$ cat config.mk
export PLATFORM = sky130hd
export DESIGN_NAME = xrisc_multi_controller_flat
export DESIGN_NICKNAME = d
export VERILOG_FILES = /design/src/rtl/xrisc_multi_controller_pkg.sv /design/src/rtl/xrisc_multi_controller_if.sv /design/src/rtl/xrisc_alu_decoder.sv /design/src/rtl/xrisc_multi_controller.sv /design/src/flat_wrapper.sv
export SDC_FILE = /design/constraint.sdc
export NUM_CORES = 1
export LEC_CHECK = 0
export ABC_CLOCK_PERIOD_IN_PS = 2580
export CAP_MARGIN = 10
export CORE_MARGIN = 1
export CORE_UTILIZATION = 36
export CTS_CLUSTER_DIAMETER = 120
export DETAILED_ROUTE_END_ITERATION = 8
export GPL_TIMING_DRIVEN = 0
export PLACE_DENSITY = 0.74
export SLEW_MARGIN = 20
export SYNTH_ARGS = -nofsm -noshare
export SYNTH_HDL_FRONTEND = slang
export SYNTH_SLANG_ARGS = --single-unit
$ cat constraint.sdc
create_clock -name clk -period 2.58 [get_ports clk]
set_input_delay 0.774 -clock clk [delete_from_list [all_inputs] [get_ports clk]]
set_output_delay 0.774 -clock clk [all_outputs]
set_load 0.03 [all_outputs]
$ cat src/rtl/xrisc_multi_controller_pkg.sv
// Shared encodings for the multicycle X-RISC controller: FSM states, opcodes,
// mux select codes and ALU operation codes.
package xrisc_ctrl_pkg;

    localparam int unsigned OP_W    = 7;
    localparam int unsigned F3_W    = 3;
    localparam int unsigned STATE_W = 4;
    localparam int unsigned SEL_W   = 2;
    localparam int unsigned ALUC_W  = 3;

    typedef enum logic [STATE_W-1:0] {
        S_FETCH    = 4'd0,
        S_DECODE   = 4'd1,
        S_MEMADR   = 4'd2,
        S_MEMREAD  = 4'd3,
        S_MEMWB    = 4'd4,
        S_MEMWRITE = 4'd5,
        S_EXECR    = 4'd6,
        S_EXECI    = 4'd7,
        S_ALUWB    = 4'd8,
        S_BRANCH   = 4'd9,
        S_JAL      = 4'd10
    } state_t;

    localparam logic [OP_W-1:0] OP_LW     = 7'b0000011;
    localparam logic [OP_W-1:0] OP_SW     = 7'b0100011;
    localparam logic [OP_W-1:0] OP_RTYPE  = 7'b0110011;
    localparam logic [OP_W-1:0] OP_ITYPE  = 7'b0010011;
    localparam logic [OP_W-1:0] OP_BRANCH = 7'b1100011;
    localparam logic [OP_W-1:0] OP_JAL    = 7'b1101111;

    typedef enum logic [SEL_W-1:0] {
        ALUOP_ADD   = 2'b00,
        ALUOP_SUB   = 2'b01,
        ALUOP_FUNCT = 2'b10
    } alu_op_t;

    localparam logic [SEL_W-1:0] SRCA_PC    = 2'b00;
    localparam logic [SEL_W-1:0] SRCA_OLDPC = 2'b01;
    localparam logic [SEL_W-1:0] SRCA_RD1   = 2'b10;

    localparam logic [SEL_W-1:0] SRCB_RD2  = 2'b00;
    localparam logic [SEL_W-1:0] SRCB_IMM  = 2'b01;
    localparam logic [SEL_W-1:0] SRCB_FOUR = 2'b10;

    localparam logic [SEL_W-1:0] RES_ALUOUT    = 2'b00;
    localparam logic [SEL_W-1:0] RES_DATA      = 2'b01;
    localparam logic [SEL_W-1:0] RES_ALURESULT = 2'b10;

    localparam logic [SEL_W-1:0] IMM_I = 2'b00;
    localparam logic [SEL_W-1:0] IMM_S = 2'b01;
    localparam logic [SEL_W-1:0] IMM_B = 2'b10;
    localparam logic [SEL_W-1:0] IMM_J = 2'b11;

    localparam logic [ALUC_W-1:0] ALU_ADD = 3'b000;
    localparam logic [ALUC_W-1:0] ALU_SUB = 3'b001;
    localparam logic [ALUC_W-1:0] ALU_AND = 3'b010;
    localparam logic [ALUC_W-1:0] ALU_OR  = 3'b011;
    localparam logic [ALUC_W-1:0] ALU_SLT = 3'b101;

    // Immediate format depends only on the opcode, independent of state.
    function automatic logic [SEL_W-1:0] imm_src_of(input logic [OP_W-1:0] op);
        case (op)
            OP_SW:     return IMM_S;
            OP_BRANCH: return IMM_B;
            OP_JAL:    return IMM_J;
            default:   return IMM_I;
        endcase
    endfunction

endpackage

$ cat src/rtl/xrisc_multi_controller_if.sv
// Controller <-> datapath bundle: instruction fields and Zero in, every
// select / enable plus the debug state out.
interface xrisc_multi_controller_if;

    logic [6:0] op;
    logic [2:0] funct3;
    logic       funct7b5;
    logic       Zero;

    logic       PCWrite;
    logic       AdrSrc;
    logic       MemWrite;
    logic       IRWrite;
    logic [1:0] ResultSrc;
    logic [1:0] ALUSrcA;
    logic [1:0] ALUSrcB;
    logic [1:0] ImmSrc;
    logic [2:0] ALUControl;
    logic       RegWrite;
    logic       InstrDone;
    logic       Illegal;
    logic [3:0] state_dbg;

    modport master (
        input  op, funct3, funct7b5, Zero,
        output PCWrite, AdrSrc, MemWrite, IRWrite, ResultSrc, ALUSrcA, ALUSrcB,
               ImmSrc, ALUControl, RegWrite, InstrDone, Illegal, state_dbg
    );

    modport slave (
        output op, funct3, funct7b5, Zero,
        input  PCWrite, AdrSrc, MemWrite, IRWrite, ResultSrc, ALUSrcA, ALUSrcB,
               ImmSrc, ALUControl, RegWrite, InstrDone, Illegal, state_dbg
    );

endinterface

$ cat src/rtl/xrisc_alu_decoder.sv
// Maps the FSM's ALUOp plus funct fields to the ALU operation code.
module xrisc_alu_decoder
    import xrisc_ctrl_pkg::*;
(
    input  alu_op_t             alu_op_i,
    input  logic                op5_i,
    input  logic [F3_W-1:0]     funct3_i,
    input  logic                funct7b5_i,
    output logic [ALUC_W-1:0]   alu_control_o
);

    always_comb begin
        alu_control_o = ALU_ADD;
        case (alu_op_i)
            ALUOP_ADD: alu_control_o = ALU_ADD;
            ALUOP_SUB: alu_control_o = ALU_SUB;
            ALUOP_FUNCT: begin
                case (funct3_i)
                    // Only R-type may subtract; addi with imm[10]=1 must still add.
                    3'b000:  alu_control_o = (op5_i & funct7b5_i) ? ALU_SUB : ALU_ADD;
                    3'b010:  alu_control_o = ALU_SLT;
                    3'b110:  alu_control_o = ALU_OR;
                    3'b111:  alu_control_o = ALU_AND;
                    default: alu_control_o = ALU_ADD;
                endcase
            end
            default:   alu_control_o = ALU_ADD;
        endcase
    end

endmodule

$ cat src/rtl/xrisc_multi_controller.sv
// Moore control FSM for the multicycle X-RISC core: one state per cycle,
// driving all datapath selects and write enables.
module xrisc_multi_controller
    import xrisc_ctrl_pkg::*;
#(
    parameter state_t RESET_STATE = S_FETCH
) (
    input  logic                       clk,
    input  logic                       reset,
    xrisc_multi_controller_if.master   bus
);

    state_t              state_q, state_d;
    alu_op_t             alu_op;
    logic                pc_update, branch;
    logic                adr_src, mem_write, ir_write, reg_write;
    logic                instr_done, illegal;
    logic [SEL_W-1:0]    result_src, alu_src_a, alu_src_b;
    logic [ALUC_W-1:0]   alu_control;

    always_ff @(posedge clk or posedge reset) begin
        if (reset) state_q <= RESET_STATE;
        else       state_q <= state_d;
    end

    // Next state and raw per-state outputs.
    always_comb begin
        state_d    = S_FETCH;
        alu_op     = ALUOP_ADD;
        pc_update  = 1'b0;
        branch     = 1'b0;
        adr_src    = 1'b0;
        mem_write  = 1'b0;
        ir_write   = 1'b0;
        reg_write  = 1'b0;
        instr_done = 1'b0;
        illegal    = 1'b0;
        result_src = RES_ALUOUT;
        alu_src_a  = SRCA_PC;
        alu_src_b  = SRCB_RD2;

        case (state_q)
            S_FETCH: begin
                ir_write   = 1'b1;
                pc_update  = 1'b1;
                alu_src_b  = SRCB_FOUR;
                result_src = RES_ALURESULT;
                state_d    = S_DECODE;
            end
            S_DECODE: begin
                alu_src_a = SRCA_OLDPC;
                alu_src_b = SRCB_IMM;
                case (bus.op)
                    OP_LW, OP_SW: state_d = S_MEMADR;
                    OP_RTYPE:     state_d = S_EXECR;
                    OP_ITYPE:     state_d = S_EXECI;
                    OP_BRANCH:    state_d = S_BRANCH;
                    OP_JAL:       state_d = S_JAL;
                    default: begin
                        illegal    = 1'b1;
                        instr_done = 1'b1;
                        state_d    = S_FETCH;
                    end
                endcase
            end
            S_MEMADR: begin
                alu_src_a = SRCA_RD1;
                alu_src_b = SRCB_IMM;
                state_d   = bus.op[5] ? S_MEMWRITE : S_MEMREAD;
            end
            S_MEMREAD: begin
                adr_src = 1'b1;
                state_d = S_MEMWB;
            end
            S_MEMWB: begin
                result_src = RES_DATA;
                reg_write  = 1'b1;
                instr_done = 1'b1;
            end
            S_MEMWRITE: begin
                adr_src    = 1'b1;
                mem_write  = 1'b1;
                instr_done = 1'b1;
            end
            S_EXECR: begin
                alu_src_a = SRCA_RD1;
                alu_op    = ALUOP_FUNCT;
                state_d   = S_ALUWB;
            end
            S_EXECI: begin
                alu_src_a = SRCA_RD1;
                alu_src_b = SRCB_IMM;
                alu_op    = ALUOP_FUNCT;
                state_d   = S_ALUWB;
            end
            S_ALUWB: begin
                reg_write  = 1'b1;
                instr_done = 1'b1;
            end
            S_BRANCH: begin
                alu_src_a  = SRCA_RD1;
                alu_op     = ALUOP_SUB;
                branch     = 1'b1;
                instr_done = 1'b1;
            end
            S_JAL: begin
                alu_src_a = SRCA_OLDPC;
                alu_src_b = SRCB_FOUR;
                pc_update = 1'b1;
                state_d   = S_ALUWB;
            end
            default: state_d = S_FETCH;
        endcase
    end

    xrisc_alu_decoder u_alu_dec (
        .alu_op_i      (alu_op),
        .op5_i         (bus.op[5]),
        .funct3_i      (bus.funct3),
        .funct7b5_i    (bus.funct7b5),
        .alu_control_o (alu_control)
    );

    // funct3[0] distinguishes bne from beq; reset masks every enable.
    assign bus.PCWrite    = ~reset & (pc_update | (branch & (bus.Zero ^ bus.funct3[0])));
    assign bus.IRWrite    = ~reset & ir_write;
    assign bus.MemWrite   = ~reset & mem_write;
    assign bus.RegWrite   = ~reset & reg_write;
    assign bus.InstrDone  = ~reset & instr_done;
    assign bus.Illegal    = ~reset & illegal;
    assign bus.AdrSrc     = adr_src;
    assign bus.ResultSrc  = result_src;
    assign bus.ALUSrcA    = alu_src_a;
    assign bus.ALUSrcB    = alu_src_b;
    assign bus.ALUControl = alu_control;
    assign bus.ImmSrc     = imm_src_of(bus.op);
    assign bus.state_dbg  = state_q;

endmodule

$ cat src/flat_wrapper.sv
// flat-port wrapper written by rule: the top's interface ports become plain ports
module xrisc_multi_controller_flat import xrisc_ctrl_pkg::*;
#(
    parameter state_t RESET_STATE = S_FETCH
)
  (clk, reset, bus_op, bus_funct3, bus_funct7b5, bus_Zero, bus_PCWrite, bus_AdrSrc, bus_MemWrite, bus_IRWrite, bus_ResultSrc, bus_ALUSrcA, bus_ALUSrcB, bus_ImmSrc, bus_ALUControl, bus_RegWrite, bus_InstrDone, bus_Illegal, bus_state_dbg);
  xrisc_multi_controller_if bus_i ();
  input  logic clk;
  input  logic reset;
  input wire logic [$bits(bus_i.op)-1:0] bus_op;
  input wire logic [$bits(bus_i.funct3)-1:0] bus_funct3;
  input wire logic [$bits(bus_i.funct7b5)-1:0] bus_funct7b5;
  input wire logic [$bits(bus_i.Zero)-1:0] bus_Zero;
  output wire logic [$bits(bus_i.PCWrite)-1:0] bus_PCWrite;
  output wire logic [$bits(bus_i.AdrSrc)-1:0] bus_AdrSrc;
  output wire logic [$bits(bus_i.MemWrite)-1:0] bus_MemWrite;
  output wire logic [$bits(bus_i.IRWrite)-1:0] bus_IRWrite;
  output wire logic [$bits(bus_i.ResultSrc)-1:0] bus_ResultSrc;
  output wire logic [$bits(bus_i.ALUSrcA)-1:0] bus_ALUSrcA;
  output wire logic [$bits(bus_i.ALUSrcB)-1:0] bus_ALUSrcB;
  output wire logic [$bits(bus_i.ImmSrc)-1:0] bus_ImmSrc;
  output wire logic [$bits(bus_i.ALUControl)-1:0] bus_ALUControl;
  output wire logic [$bits(bus_i.RegWrite)-1:0] bus_RegWrite;
  output wire logic [$bits(bus_i.InstrDone)-1:0] bus_InstrDone;
  output wire logic [$bits(bus_i.Illegal)-1:0] bus_Illegal;
  output wire logic [$bits(bus_i.state_dbg)-1:0] bus_state_dbg;
  assign bus_i.op = bus_op;
  assign bus_i.funct3 = bus_funct3;
  assign bus_i.funct7b5 = bus_funct7b5;
  assign bus_i.Zero = bus_Zero;
  assign bus_PCWrite = bus_i.PCWrite;
  assign bus_AdrSrc = bus_i.AdrSrc;
  assign bus_MemWrite = bus_i.MemWrite;
  assign bus_IRWrite = bus_i.IRWrite;
  assign bus_ResultSrc = bus_i.ResultSrc;
  assign bus_ALUSrcA = bus_i.ALUSrcA;
  assign bus_ALUSrcB = bus_i.ALUSrcB;
  assign bus_ImmSrc = bus_i.ImmSrc;
  assign bus_ALUControl = bus_i.ALUControl;
  assign bus_RegWrite = bus_i.RegWrite;
  assign bus_InstrDone = bus_i.InstrDone;
  assign bus_Illegal = bus_i.Illegal;
  assign bus_state_dbg = bus_i.state_dbg;
  xrisc_multi_controller #(.RESET_STATE(RESET_STATE)) u_core (.clk(clk), .reset(reset), .bus(bus_i));
endmodule
==> impl_metrics.env, run 1 <==
export IMPL_status="finished, final reports clean"
export IMPL_p_comb_share_pct=76.2
export IMPL_switching_share_pct=50.6
export IMPL_yosys_most_used_dff="dfrtp_1"
export IMPL_tns_ns=0
export IMPL_portBuffers=35
export IMPL_intPower_uw=329
export IMPL_area_growth_pct=85.9
export IMPL_synth_area_top_cells="dfrtp_1 (17%), nor4_1 (5.2%), nand2_1 (5.0%)"
export IMPL_place_congestion=0.783
export IMPL_die_area_um2=1840
export IMPL_vias_per_cell=5.27
export IMPL_hold_violations=0
export IMPL_synth_area_leader_cell="dfrtp_1"
export IMPL_die_h_um=42.9
export IMPL_die_w_um=42.9
export IMPL_slew_headroom_pct=79.2
export IMPL_num_fill_cells=133
export IMPL_yosysUniqueCellTypes=38
export IMPL_cp_start_kind="register"
export IMPL_pwr_share_clk_pct=11.6
export IMPL_crit_type="register to primary output"
export IMPL_cts_max_level=1
export IMPL_max_vdd_ir_drop_mv=0.536
export IMPL_largest_reg_flops=4
export IMPL_numCtsBuffers=3
export IMPL_drive_gt1_share_pct=46.9
export IMPL_finalCriticalPeriod_ns=2.54
export IMPL_grt_overflow_total=0
export IMPL_holdWs_ns=0.554
export IMPL_clock_sinks=4
export IMPL_synth_top_area_share_pct=16.6
export IMPL_grt_max_degree=11
export IMPL_pwr_share_seq_pct=12.2
export IMPL_vias=770
export IMPL_rr_worst_depth=4
export IMPL_setup_viol=0
export IMPL_netlist_instances=83
export IMPL_finClkSkew_ns=0.00137
export IMPL_ys_seq_area_share_pct=16.6
export IMPL_wl_um=2030
export IMPL_slew_violations=0
export IMPL_top_level_ports=36
export IMPL_critPathRequiredTime_ns=1.81
export IMPL_regArea_um2=100
export IMPL_path_max_fanout=8
export IMPL_path_clk_slew_ns=0.04
export IMPL_antenna_cells=0
export IMPL_routedWlPerCell_um=13.9
export IMPL_core_um2=1540
export IMPL_antenna_found_initial=0
export IMPL_multiInputGateArea_um2=572
export IMPL_p_sw_uw=338
export IMPL_insertion_delay_ns=0.23
export IMPL_drtIter0Drc=9
export IMPL_syn_nets=99
export IMPL_syn_area_um2=602
export IMPL_num_rows=14
export IMPL_dp_hpwl_um=1370
export IMPL_synth_seq_cells=4
export IMPL_start_util_pct=39.0
export IMPL_yosysWarningCount=0
export IMPL_hold_class="input port to async pin"
export IMPL_worst_pin_slew_ns=0.310
export IMPL_async_flop_share_pct=100
export IMPL_maxCapViolCount=0
export IMPL_track_usage_pct=22.1
export IMPL_post_route_period_util_pct=98.6
export IMPL_final_common_cell="buf_4"
export IMPL_drc=0
export IMPL_synth_enable_flop_cells=0
export IMPL_final_cell_mix="buf_4 (17), clkbuf_2 (12), dlygate4sd2_1 (7)"
export IMPL_p_leak_nw=0.519
export IMPL_cts_hold_buf=0
export IMPL_drtAntennaViolNets=0
export IMPL_power_density_nw_per_um2=597
export IMPL_crit_path_end_kind="primary output"
export IMPL_root_buffer="clkbuf_4"
export IMPL_cp_data_arrival_time_ns=1.77
export IMPL_grt_pass1_wl_um=3070
export IMPL_cts_tree="yes"
export IMPL_dr_pass1_iters=2
export IMPL_max_freq_mhz=393
export IMPL_clock_path_buffers=2
export IMPL_syn_avg_cell_area_um2=7.25
export IMPL_grt_pass1_vias=727
export IMPL_finalNetCount=148
[synthesized netlist by cell type (all sizes together), types with 3 or more instances]
cell and count:
nor4 5, a21oi 6, nand2 8, nor2 4, dfrtp 4, buf 4, xor2 3, nor2b 3
inv 6, nor3 4
[logic make-up after synthesis]
group,share of synthesized area (%)
DFF,16.6
adders and majority gates,4.16
and+or+nand+nor,43.7
buffers and inverters,9.15
AOI/OAI and AO/OA,19.1
xor gates and xnor gates,7.28
[layout make-up]
type	count	share of cell area, %
Multi-Input combinational cell	67	51.1
Timing Repair Buffer	44	29.5
Sequential cell	4	8.95
Buffer	6	4.59
Clock buffer	3	2.01
Inverter	6	2.01
Tap cell	16	1.79
[path summary, 6_finish.rpt]
kind | slack, ns | endpoint | from
min in group clk | 0.75 | u_core.bus.state_dbg[1] | u_core.bus.state_dbg[0]
min | 0.55 | u_core.bus.state_dbg[2] | reset
max in group asynchronous | 1.87 | u_core.bus.state_dbg[3] | reset
min reg2reg | 0.75 | u_core.bus.state_dbg[1] | u_core.bus.state_dbg[0]
max | 0.04 | bus_ALUControl[2] | u_core.bus.state_dbg[1]
max reg2reg | 1.33 | u_core.bus.state_dbg[1] | u_core.bus.state_dbg[2]
[stage by stage]
step	worst slack (ns)	instance area [µm²]	total power [mW]	util [%]	cells
detailed placement	-0.836	1010	0.586	65.5	134
global placement	-0.857	1010	0.581	65.5	134
CTS	-0.0573	1070	0.644	69.3	139
global route	-0.0437	1120	0.714	72.6	146
finish	0.0369	1120	0.667	72.6	146
floorplan	-0.202	639	0.399	-	83
[routing by layer]
| metal | GRT usage [%] | routed length (µm) | vias up |
|---|---|---|---|
| met3 | 3.83 | 79 | 2 |
| li1 | - | - | 390 |
| met1 | 27.0 | 887 | 352 |
| met2 | 39.4 | 1050 | 26 |
| met4 | 5.63 | 13 | 0 |
| met5 | 0 | 0 | - |
[worst max-delay path, cell delays in order (launching register included)]
cell and delay (ns):
dfrtp_1 0.38, buf_6 0.14, nor3b_4 0.24, nand2_2 0.13, ha_4 0.25, nor4_4 0.20
buf_4 0.20
[power groups by stage]
stage               clock network (mW)  logic, mW  registers (mW)
global route                    0.0863      0.545          0.0824
floorplan                            0      0.299          0.0995
finish                          0.0773      0.509          0.0812
CTS                             0.0793      0.485          0.0792
global placement                     0      0.502          0.0791
detailed placement                   0      0.506          0.0798
[repair_timing]
| item | CTS | global route |
|---|---|---|
| buffers inserted | 2 | 7 |
| resized for setup | 99 | 33 |
| setup endpoints to repair | 18 | 12 |
| pin swaps | 11 | 11 |
Note: power is estimated with default switching activity, not from simulation.
==> inputs of run 2 (changes only) <==
CTS_BUF_LIST = sky130_fd_sc_hd__clkbuf_4 sky130_fd_sc_hd__clkbuf_8 sky130_fd_sc_hd__clkbuf_16   (was default)
PLACE_DENSITY = 0.8   (was 0.74)
==> run 2 against run 1 <==
Against the previous run:
- flip-flop and latch count stayed put
- clock skew is 0.0018 ns higher
- worst setup slack worse by 0.017 ns
- sequential share of layout area is 0.070 points lower
- critical path depth stayed put
- clock power is 1% lower
==> impl_metrics.env, run 2 (synthesis gave the netlist of run 1 again) <==
export IMPL_status="finished, final reports clean"
export IMPL_final_cell_mix="buf_4 (17), clkbuf_2 (11), dlygate4sd2_1 (8)"
export IMPL_wl_um=2140
export IMPL_place_congestion=0.779
export IMPL_antenna_cells=0
export IMPL_fin_util_pct=73.1
export IMPL_num_rows=14
export IMPL_numCtsBuffers=3
export IMPL_track_usage_pct=23.3
export IMPL_area_growth_pct=87.3
export IMPL_power_density_nw_per_um2=606
export IMPL_grt_overflow_total=0
export IMPL_crit_type="register to primary output"
export IMPL_rsz0062_at_grt="yes"
export IMPL_p_sw_uw=340
export IMPL_finalWorstSetupSlack_ns=0.0195
export IMPL_place_area_um2=1010
export IMPL_vias=807
export IMPL_grt_max_degree=11
export IMPL_crit_chain="buf_6 > nor3b_4 > nand2_2 > ha_4 > nor4_4 > buf_4"
export IMPL_crit_path_end_kind="primary output"
export IMPL_cts_tree="yes"
export IMPL_drtIter0Drc=12
export IMPL_design_area_um2=1130
export IMPL_finalNetCount=148
export IMPL_slew_violations=0
export IMPL_pwr_share_clk_pct=11.2
export IMPL_holdWs_ns=0.648
export IMPL_crit_slowest_cell="dfrtp_1"
export IMPL_die_area_um2=1840
export IMPL_dp_hpwl_um=1440
export IMPL_cts_max_level=1
export IMPL_cts_hold_buf=0
export IMPL_max_vdd_ir_drop_mv=0.523
export IMPL_clock_sinks=4
export IMPL_hold_class="input port to async pin"
export IMPL_clock_path_buffers=2
export IMPL_drtAntennaViolNets=0
export IMPL_cpPeakStageDelay_ns=0.38
export IMPL_drive_gt1_share_pct=45.4
export IMPL_cp_start_kind="register"
export IMPL_finClkSkew_ns=0.00321
export IMPL_setup_viol=0
export IMPL_drc=0
export IMPL_path_max_fanout=8
export IMPL_post_place_ws_ns=-0.816
export IMPL_max_freq_mhz=391
export IMPL_die_h_um=42.9
export IMPL_grt_pass1_wl_um=3300
export IMPL_largest_reg_flops=4
export IMPL_insertion_delay_ns=0.23
export IMPL_portBuffers=35
export IMPL_maxCapViolCount=0
export IMPL_switching_share_pct=49.8
export IMPL_start_util_pct=39.0
export IMPL_p_leak_nw=0.522
export IMPL_antenna_found_initial=0
export IMPL_grt_pass1_vias=782
export IMPL_cp_data_arrival_time_ns=1.79
export IMPL_core_um2=1540
export IMPL_vias_per_cell=5.53
export IMPL_final_common_cell="buf_4"
export IMPL_hold_violations=0
export IMPL_path_clk_slew_ns=0.04
export IMPL_post_route_period_util_pct=99.2
export IMPL_critPathRequiredTime_ns=1.81
export IMPL_pwr_share_seq_pct=11.9
export IMPL_slew_headroom_pct=79.0
export IMPL_die_w_um=42.9
export IMPL_dr_pass1_iters=4
export IMPL_intPower_uw=343
export IMPL_top_level_ports=36
export IMPL_finalCriticalPeriod_ns=2.56
export IMPL_p_comb_share_pct=77.0
export IMPL_worst_pin_slew_ns=0.314
export IMPL_root_buffer="clkbuf_4"
export IMPL_routedWlPerCell_um=14.7
==> run 2: cell count changes in the layout (fill, tap and decap cells not counted), sizes merged <==
cell / change
clkbuf: -2
buf: +1
dlygate4sd2: +1
==> run 2: power by group through the flow <==
stage,Clock (mW),Sequential [mW],Combinational [mW]
floorplan,0,0.0995,0.299
global placement,0,0.0793,0.499
detailed placement,0,0.0794,0.506
CTS,0.0810,0.0790,0.480
global route,0.0827,0.0816,0.559
finish,0.0764,0.0810,0.526
==> run 2: final timing paths <==
check	startpoint	to	slack, ns	depth (start not counted)
min in group clk	u_core.bus.state_dbg[0]	u_core.bus.state_dbg[1]	0.74	4
setup reg to reg	u_core.bus.state_dbg[1]	u_core.bus.state_dbg[0]	1.36	4
max in group asynchronous	reset	u_core.bus.state_dbg[2]	1.78	2
hold / removal	reset	u_core.bus.state_dbg[3]	0.65	2
setup / recovery	u_core.bus.state_dbg[1]	bus_ALUControl[2]	0.02	6
hold reg to reg	u_core.bus.state_dbg[0]	u_core.bus.state_dbg[1]	0.74	4
==> run 2: stage by stage <==
step | setup TNS, ns | instances | total power [mW]
2_1_floorplan | -0.759 | 83 | 0.399
3_3_place_gp | -7.05 | 134 | 0.579
3_5_place_dp | -7.25 | 134 | 0.585
4_1_cts | 0 | 139 | 0.640
5_1_grt | -0.0482 | 146 | 0.723
6_report | 0 | 146 | 0.683
==> run 2: what timing repair did <==
action	4_1_cts	5_1_grt
pin swaps	9	11
buffers inserted	2	7
resized for setup	94	37
endpoints found under the setup margin	18	11
==> run 2: final cells by class <==
class                           count  area (µm²)
Buffer                              6        51.3
Clock buffer                        3        22.5
Fill cell                         127         414
Inverter                            6        22.5
Multi-Input combinational cell     67         573
Sequential cell                     4         100
Tap cell                           16        20.0
Timing Repair Buffer               44         338
==> run 2: worst max-delay path, delay by kind of cell (launching register included) <==
| family | cells | cell delay, ns |
|---|---|---|
| flip-flops | 1 | 0.38 |
| buffers and inverters | 2 | 0.33 |
| adder cells (fa/ha/maj) | 1 | 0.26 |
| AND/OR/NAND/NOR | 3 | 0.59 |
==> run 2: per-layer routing <==
metal,GRT usage (%),wire length (µm),vias up
met2,44.2,1200,30
met5,0,0,-
met3,0.851,76,4
met4,10.0,20,0
met1,26.4,849,381
li1,-,-,392
